--- src/rtl/uart_pkg.sv ---
// Shared UART constants and the transmitter state encoding.
// The PARITY state only exists when UART_TX_PARITY_EN is defined.
package uart_pkg;

  localparam int unsigned UART_DATA_BITS            = 8;
  localparam logic        UART_IDLE_LEVEL           = 1'b1;
  localparam int unsigned UART_DEFAULT_CLKS_PER_BIT = 868;
  localparam int unsigned UART_TIMER_W              = 16;
  localparam int unsigned UART_IDX_W                = 3;

  typedef enum logic [2:0] {
    ST_IDLE   = 3'd0,
    ST_START  = 3'd1,
    ST_DATA   = 3'd2,
`ifdef UART_TX_PARITY_EN
    ST_PARITY = 3'd3,
`endif
    ST_STOP   = 3'd4
  } uart_tx_state_t;

endpackage

--- src/rtl/uart_bit_timer.sv ---
// Bit-period down-counter: reloads CLKS_PER_BIT-1 on restart, bit_done while it reads 0.
module uart_bit_timer
  import uart_pkg::*;
#(
  parameter int unsigned CLKS_PER_BIT = UART_DEFAULT_CLKS_PER_BIT
) (
  input  logic sys_clock,
  input  logic reset_n,
  input  logic restart,
  output logic bit_done
);

  localparam logic [UART_TIMER_W-1:0] RELOAD = UART_TIMER_W'(CLKS_PER_BIT - 1);

  logic [UART_TIMER_W-1:0] cnt;

  always_ff @(posedge sys_clock or negedge reset_n) begin
    if (!reset_n) begin
      cnt <= '0;
    end else if (restart) begin
      cnt <= RELOAD;
    end else if (cnt != '0) begin
      cnt <= cnt - UART_TIMER_W'(1);
    end
  end

  assign bit_done = (cnt == '0);

endmodule

--- src/rtl/uart_byte_tx.sv ---
// Byte-level UART serializer, 8N1/8N2 by default; 8E1/8E2 when UART_TX_PARITY_EN is defined.
// Line, ready and busy are registered and lag the FSM state by one cycle.
module uart_byte_tx
  import uart_pkg::*;
#(
  parameter int unsigned CLKS_PER_BIT = UART_DEFAULT_CLKS_PER_BIT,
  parameter int unsigned STOP_BITS    = 1
) (
  input  logic       sys_clock,
  input  logic       reset_n,
  input  logic [7:0] tx_data,
  input  logic       tx_valid,
  output logic       tx_ready,
  output logic       tx_busy,
  output logic       UART_TX
);

  uart_tx_state_t            state, state_d;
  logic [UART_DATA_BITS-1:0] shreg, shreg_d;
  logic [UART_IDX_W-1:0]     bit_idx, bit_idx_d;
  logic                      stop_idx, stop_idx_d;
  logic                      tx_ready_d, tx_busy_d, uart_tx_d;
  logic                      restart, bit_done, accept_c;
`ifdef UART_TX_PARITY_EN
  logic                      parity_q, parity_d;
`endif

  uart_bit_timer #(.CLKS_PER_BIT(CLKS_PER_BIT)) u_timer (
    .sys_clock (sys_clock),
    .reset_n   (reset_n),
    .restart   (restart),
    .bit_done  (bit_done)
  );

  // Registers: FSM state, datapath and registered outputs.
  always_ff @(posedge sys_clock or negedge reset_n) begin
    if (!reset_n) begin
      state    <= ST_IDLE;
      shreg    <= '0;
      bit_idx  <= '0;
      stop_idx <= 1'b0;
      tx_ready <= 1'b1;
      tx_busy  <= 1'b0;
      UART_TX  <= UART_IDLE_LEVEL;
`ifdef UART_TX_PARITY_EN
      parity_q <= 1'b0;
`endif
    end else begin
      state    <= state_d;
      shreg    <= shreg_d;
      bit_idx  <= bit_idx_d;
      stop_idx <= stop_idx_d;
      tx_ready <= tx_ready_d;
      tx_busy  <= tx_busy_d;
      UART_TX  <= uart_tx_d;
`ifdef UART_TX_PARITY_EN
      parity_q <= parity_d;
`endif
    end
  end

  // Next state, datapath updates and line level for the current state.
  always_comb begin
    state_d    = state;
    shreg_d    = shreg;
    bit_idx_d  = bit_idx;
    stop_idx_d = stop_idx;
    restart    = 1'b0;
    accept_c   = 1'b0;
    uart_tx_d  = UART_IDLE_LEVEL;
`ifdef UART_TX_PARITY_EN
    parity_d   = parity_q;
`endif
    case (state)
      ST_IDLE: begin
        accept_c = tx_valid && tx_ready;
        if (accept_c) begin
          shreg_d = tx_data;
          restart = 1'b1;
          state_d = ST_START;
`ifdef UART_TX_PARITY_EN
          parity_d = ^tx_data;
`endif
        end
      end
      ST_START: begin
        uart_tx_d = 1'b0;
        if (bit_done) begin
          restart   = 1'b1;
          bit_idx_d = '0;
          state_d   = ST_DATA;
        end
      end
      ST_DATA: begin
        uart_tx_d = shreg[0];
        if (bit_done) begin
          restart   = 1'b1;
          shreg_d   = {1'b0, shreg[UART_DATA_BITS-1:1]};
          bit_idx_d = bit_idx + UART_IDX_W'(1);
          if (bit_idx == UART_IDX_W'(UART_DATA_BITS - 1)) begin
            stop_idx_d = 1'b0;
`ifdef UART_TX_PARITY_EN
            state_d = ST_PARITY;
`else
            state_d = ST_STOP;
`endif
          end
        end
      end
`ifdef UART_TX_PARITY_EN
      ST_PARITY: begin
        uart_tx_d = parity_q;
        if (bit_done) begin
          restart    = 1'b1;
          stop_idx_d = 1'b0;
          state_d    = ST_STOP;
        end
      end
`endif
      ST_STOP: begin
        uart_tx_d = 1'b1;
        if (bit_done) begin
          restart = 1'b1;
          if (stop_idx == 1'(STOP_BITS - 1)) begin
            state_d = ST_IDLE;
          end else begin
            stop_idx_d = 1'b1;
          end
        end
      end
      default: state_d = ST_IDLE;
    endcase
    // Ready drops on the accept edge and returns one cycle after re-entering IDLE.
    tx_ready_d = (state == ST_IDLE) && (state_d == ST_IDLE);
    tx_busy_d  = !tx_ready_d;
  end

endmodule
--- config.mk ---
export PLATFORM = sky130hd
export DESIGN_NAME = uart_byte_tx
export DESIGN_NICKNAME = d
export VERILOG_FILES = /design/src/rtl/uart_pkg.sv /design/src/rtl/uart_bit_timer.sv /design/src/rtl/uart_byte_tx.sv
export SDC_FILE = /design/constraint.sdc
export NUM_CORES = 1
export LEC_CHECK = 0
export ABC_AREA = 1
export BUFFER_PORTS_ARGS = -buffer_cell sky130_fd_sc_hd__buf_2
export CORE_ASPECT_RATIO = 1.4
export CORE_UTILIZATION = 32
export CTS_CLUSTER_SIZE = 20
export DETAILED_ROUTE_END_ITERATION = 7
export GPL_ROUTABILITY_DRIVEN = 0
export SLEW_MARGIN = 15
export SYNTH_ARGS = -nofsm -noshare
export SYNTH_HDL_FRONTEND = slang
export SYNTH_SLANG_ARGS = --single-unit
export TNS_END_PERCENT = 30
--- constraint.sdc ---
create_clock -name sys_clock -period 1.4 [get_ports sys_clock]
set_input_delay 0.21 -clock sys_clock [delete_from_list [all_inputs] [get_ports sys_clock]]
set_output_delay 0.21 -clock sys_clock [all_outputs]
set_load 0.02 [all_outputs]
==> summary.txt, run 1 <==
Worst setup path
  • Worst path bufs/invs: 0
  • FF-to-FF End: shreg[1]
  • Setup slack, reg-to-reg: -30 ps
  • Worst r2r path cells: 7
  • Startpoint Class: flip-flop
  • CP Data Required Time: 1620 ps
  • CP Class: flip-flop to flip-flop
  • CP delay by family, top: simple AND/OR/NAND/NOR gates
  • Crit path cell chain: nor2_4 > nand2_2 > nor2_4 > nand2_8 > o21ai_4 > nand2_1 > nand2_1
  • Crit. End Element: flip-flop
  • CP max-delay cell: dfrtp_2
  • Slowest cell delay on critical path: 440 ps
  • CP max FO: 8
  • CP arrival: 1650 ps
  • Worst reg2reg path startpoint: u_timer.cnt[3]

Power
  • PD cells: 1400 nW/um^2
  • Pleak: 0.00132 uW
  • Final Total Pwr: 3550 uW
  • Peak VDD IR: 0.663 mV

Drt
  • Detailed Route WL: 4310 microns
  • DRC: 0
  • Initial DRC Count: 44
  • Via count: 1707
  • Vias/cell: 4.48
  • Routed len/inst: 11.3 microns
  • Routed Antenna Nets: 0
  • DRT Pass-1 Iters: 5

Logic synthesis
  • Synth area leaders: dfrtp_1, nand2_1, nor2_1
  • Seq cells post-synth: 33
  • Syn nets: 268
  • Post-Synthesis Cells: 253
  • Syn avg cell area: 7.44 sq um
  • Yosys top cell by area: dfrtp_1
  • Post-synthesis sequential area ratio: 44.0%
  • Synth Warn #: 0
  • Synth Cell Area: 1880 sq um
  • Synth cell types: 26
  • Share of the synthesized area in the top cell type: 41.2%

Timing
  • Worst-margin pin slew: 431 ps
  • PnR worst setup slack: -31.5 ps
  • Endpoints failing setup: 17
  • F_max: 699 MHz
  • Worst Clk Skew: 7.92 ps
  • Final period util: 102%
  • Slew Viols, Final: 0
  • Final hold viol count: 0
  • Fin Hold WS: 154 ps
  • Relative slew margins: 71.2%
  • Post-layout min period: 1430 ps
  • Unrepaired setup endpoints after global routing: yes

Run
  • Max cap viols: 0

Die
  • Starting density of the core: 33.6%
  • Rows: 32
  • Die area: 6200 sq um
  • Die width: 66.8 microns
  • Num ports: 14
  • Die H: 92.8 microns
  • Core area: 5610 sq um

Finish
  • Final Util: 45.4%
  • NumNets Final: 327
  • # fillers: 571
  • Final instance area: 2540 sq um
  • Ratio of cells with drive above 1 in the final layout: 34.5%
  • Antenna diode count: 0
  • Area growth syn-to-layout: 35.1%
  • Commonest non-fill, non-tap cell in the layout: nand2_1
  • Commonest cells after routing, fill and taps aside: nand2_1, buf_4, dfrtp_1

Clock network
  • Longest Clk Path Bufs: 2
  • Root buf cell: clkbuf_8
  • CTS tree: built
  • Clk slew on worst S/H paths: 70 ps
  • Worst-Skew Late Latency: 280 ps
  • CTS sink count: 33
  • Num CTS Buffers: 5
  • CTS H-tree depth: 2

Min path
  • Hold_sp: tx_data[7]
  • Worst min-delay path class: primary input to flip-flop
  • WHS Endpoint: shreg[7]
  • Hold depth: 3

GRT
  • Initial antenna violation count: 0
  • GRT Residual Overflow: 0
  • First-pass GRT wire length: 7530 microns
  • Vias in the first global route: 1711
  • Pin count of the biggest net entering global routing: 34
  • GRT Resource Usage Total: 16.5%

Outcome
  • Outcome: complete, but fails checks
  • Failing checks: setup timing

Placed design
  • Area post-placement: 2270 sq um
  • # port buffers: 13
  • DP Wirelength: 3160 microns
  • Place WS: -80.0 ps
## cell usage after synthesis
library cell,n
inv_1,20
a21oi_2,1
nor2_4,5
nor3_1,6
nor2_8,1
nor2_1,35
or2_2,1
dfstp_2,2
xor2_1,4
nand3b_1,1
dfrtp_1,31
nand2_1,100
o22ai_1,1
nand2_8,1
nand3_1,11
o21a_1,1
xnor2_1,3
inv_2,6
nand2_2,3
o21ai_0,2
nand4_1,2
o21ai_4,1
buf_2,1
nor2_2,7
o21ai_1,3
ha_1,4
## layout make-up
type / count / area, sq um / share of cell area [%]
Multi-Input combinational cell: 193 / 1070 / 42.1
Sequential cell: 33 / 830 / 32.6
Timing Repair Buffer: 53 / 380 / 14.9
Inverter: 26 / 97.6 / 3.83
Tap cell: 68 / 85.1 / 3.34
Clock buffer: 8 / 80.1 / 3.15
## through the flow
stage          TNS (ps)  cells
3_5_place_dp      -1140    364
4_1_cts            -354    378
5_1_grt           -2760    381
2_1_floorplan         0    253
6_report           -328    381
3_3_place_gp       -580    364
## cell families after synthesis
group	share of synthesized area, %
flip-flops	44.0
buffers and inverters	5.45
AND/OR/NAND/NOR	41.3
adder cells (fa/ha/maj)	2.66
AO/OA/AOI/OAI	3.39
XOR/XNOR	3.26
## sequential cells by signal, summed over array words and instances, names as in the netlist
| name | cells |
|---|---|
| tx_ready | 1 |
| u_timer.cnt | 16 |
| shreg | 8 |
| bit_idx | 3 |
| tx_busy | 1 |
| UART_TX | 1 |
| state | 3 |
## worst min-delay path: cells and delay by family
| kind | cells | cell delay [ps] |
|---|---|---|
| compound gates | 1 | 60 |
| buf+inv | 1 | 80 |
| simple gates | 1 | 40 |
## how the worst max path moves through the flow
stage	start	end	cells after the start	slack [ps]
2_1_floorplan	u_timer.cnt[0]	u_timer.cnt[11]	9	5
3_3_place_gp	u_timer.cnt[2]	u_timer.cnt[15]	10	-50
3_5_place_dp	u_timer.cnt[0]	u_timer.cnt[10]	8	-80
4_1_cts	u_timer.cnt[0]	shreg[5]	8	-50
5_1_grt	u_timer.cnt[3]	shreg[3]	7	-140
6_report	u_timer.cnt[3]	shreg[1]	7	-30
## what timing repair did
action,CTS,global route
endpoints found under the setup margin,30,31
pin swaps,12,14
gates resized for setup,18,16
setup buffers,5,3
hold buffers,1,0
endpoints found under the hold margin,31,0
## power by group
part           internal (uW)  switching [uW]
registers               1210             188
clock network            353             334
logic                    746             724
## metal layers
layer / global-route usage (%) / share of wire (%) / up-vias
met5: 0 / 0 / -
met4: 7.45 / 2.1 / 0
met3: 2.96 / 2.0 / 7
met2: 30.2 / 54 / 19
met1: 17.7 / 42 / 780
li1: - / - / 901
Note: power is estimated with default switching activity, not from simulation.
==> run 2, diff against run 1 <==
--- a/config.mk
+++ b/config.mk
@@ -15,5 +15,6 @@
 export SLEW_MARGIN = 15
 export SYNTH_ARGS = -nofsm -noshare
 export SYNTH_HDL_FRONTEND = slang
+export SYNTH_HIERARCHICAL = 1
 export SYNTH_SLANG_ARGS = --single-unit
 export TNS_END_PERCENT = 30
==> summary.txt, run 2 <==
Drt
  • Routed Antenna Nets: 0 (unchanged)
  • Detailed Route WL: 4690 microns (+8.9%)
  • DRT Pass-1 Iters: 4 (-1)
  • Vias/cell: 4.79 (+7.0%)
  • DRC: 0 (unchanged)
  • Routed len/inst: 12.3 microns (+8.6%)
  • Initial DRC Count: 94 (+110%)
  • Via count: 1831 (+7.3%)

Finish
  • Commonest cells after routing, fill and taps aside: nand2_1, buf_4, dfrtp_1
  • Ratio of cells with drive above 1 in the final layout: 35.3% (+0.75 points)
  • NumNets Final: 325 (-0.61%)
  • Top flop regs: u_timer/cnt x16, shreg x8
  • Commonest non-fill, non-tap cell in the layout: nand2_1
  • Final Util: 45.0% (-0.42 points)
  • Antenna diode count: 0 (unchanged)
  • Max FFs per register: 16 (unchanged)
  • Area growth syn-to-layout: 35.9%
  • Largest Register: u_timer/cnt

Clock network
  • CTS sink count: 33 (unchanged)
  • Num CTS Buffers: 5 (unchanged)
  • Clk slew on worst S/H paths: 80 ps (about the same)
  • Longest Clk Path Bufs: 2 (unchanged)
  • Root buf cell: clkbuf_8
  • Worst-Skew Late Latency: 290 ps (about the same)
  • CTS tree: built
  • CTS H-tree depth: 2 (unchanged)

Worst setup path
  • Worst reg2reg path startpoint: u_timer/cnt[6]
  • Startpoint Class: flip-flop
  • Worst setup path startpoint: u_timer/cnt[6]
  • CP Class: flip-flop to flip-flop
  • Worst r2r path cells: 11 (+4)
  • Crit. End Element: flip-flop
  • CP Data Required Time: 1580 ps (-40 ps)
  • CP max FO: 8 (unchanged)
  • CP arrival: 2040 ps (+390 ps)

Run
  • Max cap viols: 0 (unchanged)

Min path
  • Worst min-delay path class: primary input to flip-flop
  • Hold_sp: tx_data[7]
  • Hold depth: 3 (unchanged)

GRT
  • Initial antenna violation count: 0 (unchanged)
  • Vias in the first global route: 1872 (+9.4%)
  • GRT Resource Usage Total: 17.6% (+1.0 points)
  • First-pass GRT wire length: 8440 microns (+12%)
  • GRT Residual Overflow: 0 (unchanged)
  • Pin count of the biggest net entering global routing: 19 (-44%)

Logic synthesis
  • Post-synth EDFFs: 0 (unchanged)
  • Yosys top cell by area: dfrtp_1
  • Synth Warn #: 6 (+6)
  • Post-synthesis sequential area ratio: 42.7% (-1.3 points)
  • Syn avg cell area: 7.73 sq um (+3.9%)
  • Syn nets: 265 (-1.1%)
  • Post-Synthesis Cells: 251 (-0.79%)
  • Post-synth top cells: nand2_1, nand3_1, dfrtp_1, inv_1, nor2_1
  • Seq cells post-synth: 33 (unchanged)
  • Synth cell types: 27 (+3.8%)
  • Synth Cell Area: 1940 sq um (+3.1%)
  • Primary FF master, synth: dfrtp_1
  • Share of the synthesized area in the top cell type: 40.0% (-1.2 points)
  • Synth async-reset ratio: 100% (unchanged)
  • Most frequent cell after synthesis: nand2_1
  • Synth area leaders: dfrtp_1, nand2_1, nand3_1

Placed design
  • DP Wirelength: 3560 microns (+13%)
  • # port buffers: 13 (unchanged)

Die
  • Die width: 67.8 microns (+1.5%)
  • Num ports: 14 (unchanged)
  • Die area: 6380 sq um (+3.0%)
  • Rows: 33 (+3.1%)
  • Die H: 94.1 microns (+1.5%)
  • Core area: 5860 sq um (+4.6%)
  • Starting density of the core: 33.1% (-0.50 points)

Timing
  • Endpoints failing setup: 29 (+12)
  • Post-layout min period: 1860 ps (+428 ps)
  • Worst-margin pin slew: 437 ps (+6.04 ps)
  • PnR worst setup slack: -459 ps (-428 ps)
  • Relative slew margins: 70.8% (-0.40 points)
  • Slew Viols, Final: 0 (unchanged)
  • Worst Clk Skew: 12.5 ps (+4.60 ps)
  • Final hold viol count: 0 (unchanged)
  • F_max: 538 MHz (-23%)
  • Final period util: 133% (+31 points)
  • Unrepaired setup endpoints after global routing: yes

Outcome
  • Failing checks: setup timing
  • Outcome: complete, but fails checks

Power
  • Pleak: 0.00129 uW (-2.0%)
  • Peak VDD IR: 0.533 mV (-20%)
  • Final Total Pwr: 2080 uW (-41%)
  • PD cells: 790 nW/um^2 (-43%)
## run 2: final cells by class
cell class / instances / area [sq um]
fillers: 595 / 3230
multi-input cells: 182 / 1030
repair buffers: 59 / 444
well taps: 70 / 87.6
flip-flops and latches: 33 / 828
clock inverters: 3 / 65.1
clock buffers: 5 / 68.8
inverters: 30 / 118
## run 2: what timing repair did
item | in CTS | in global routing
setup buffers | 4 | 3
pin swaps | 5 | 4
gates resized for setup | 14 | 3
hold buffers | 1 | 0
gates cloned | 0 | 0
hold endpoints to repair | 15 | 0
setup endpoints to repair | 30 | 30
## run 2: report_power, final
part	switching, uW	total, uW	leakage, uW	internal (uW)
Clock	371	1080	0.0000681	708
Combinational	29.8	51.3	0.000844	21.4
Sequential	0	953	0.000382	953
Total	401	2080	0.00129	1680
## run 2: stage by stage
stage	TNS [ps]	instances	setup WS, ps	instance area (sq um)	hold slack [ps]
after global placement	-9500	366	-482	2390	179
after detailed placement	-10010	366	-488	2390	183
after floorplan	-10070	251	-567	2010	-85.6
after CTS	-8120	379	-398	2610	176
after global routing	-13960	382	-637	2640	210
final	-9680	382	-459	2640	175
## run 2: metal layers
metal	track usage (%)	vias to the layer above	routed length [microns]	share of wire, %
li1	-	940	-	-
met5	0	-	0	0
met3	2.91	7	86	1.8
met4	3.65	0	55	1.2
met2	33.0	20	2680	57
met1	20.0	864	1870	40
## run 2: cell families after synthesis
logic type | synth area share [%]
xor gates and xnor gates | 0.451
adders and majority gates | 1.93
and+or+nand+nor | 42.8
AOI/OAI and AO/OA | 2.90
DFF | 42.7
buffers and inverters | 9.22
## run 2: worst paths after layout
kind	endpoint	slack, ps
hold reg to reg	bit_idx[2]	510
max in group asynchronous	state[1]	560
hold / removal	shreg[7]	180
min in group asynchronous	state[0]	390
setup / recovery	u_timer/cnt[0]	-460
setup reg to reg	u_timer/cnt[0]	-460
## run 2: critical path, stage by stage (launching register included)
cell and delay (ps):
dfrtp_1 400, nor2_2 140, nand2_2 90, nor4_4 280, buf_4 190, nand4_1 110, nand4_1 160, inv_2 90
nand3_4 110, clkinv_4 90, nand2_2 60, nand2_1 40
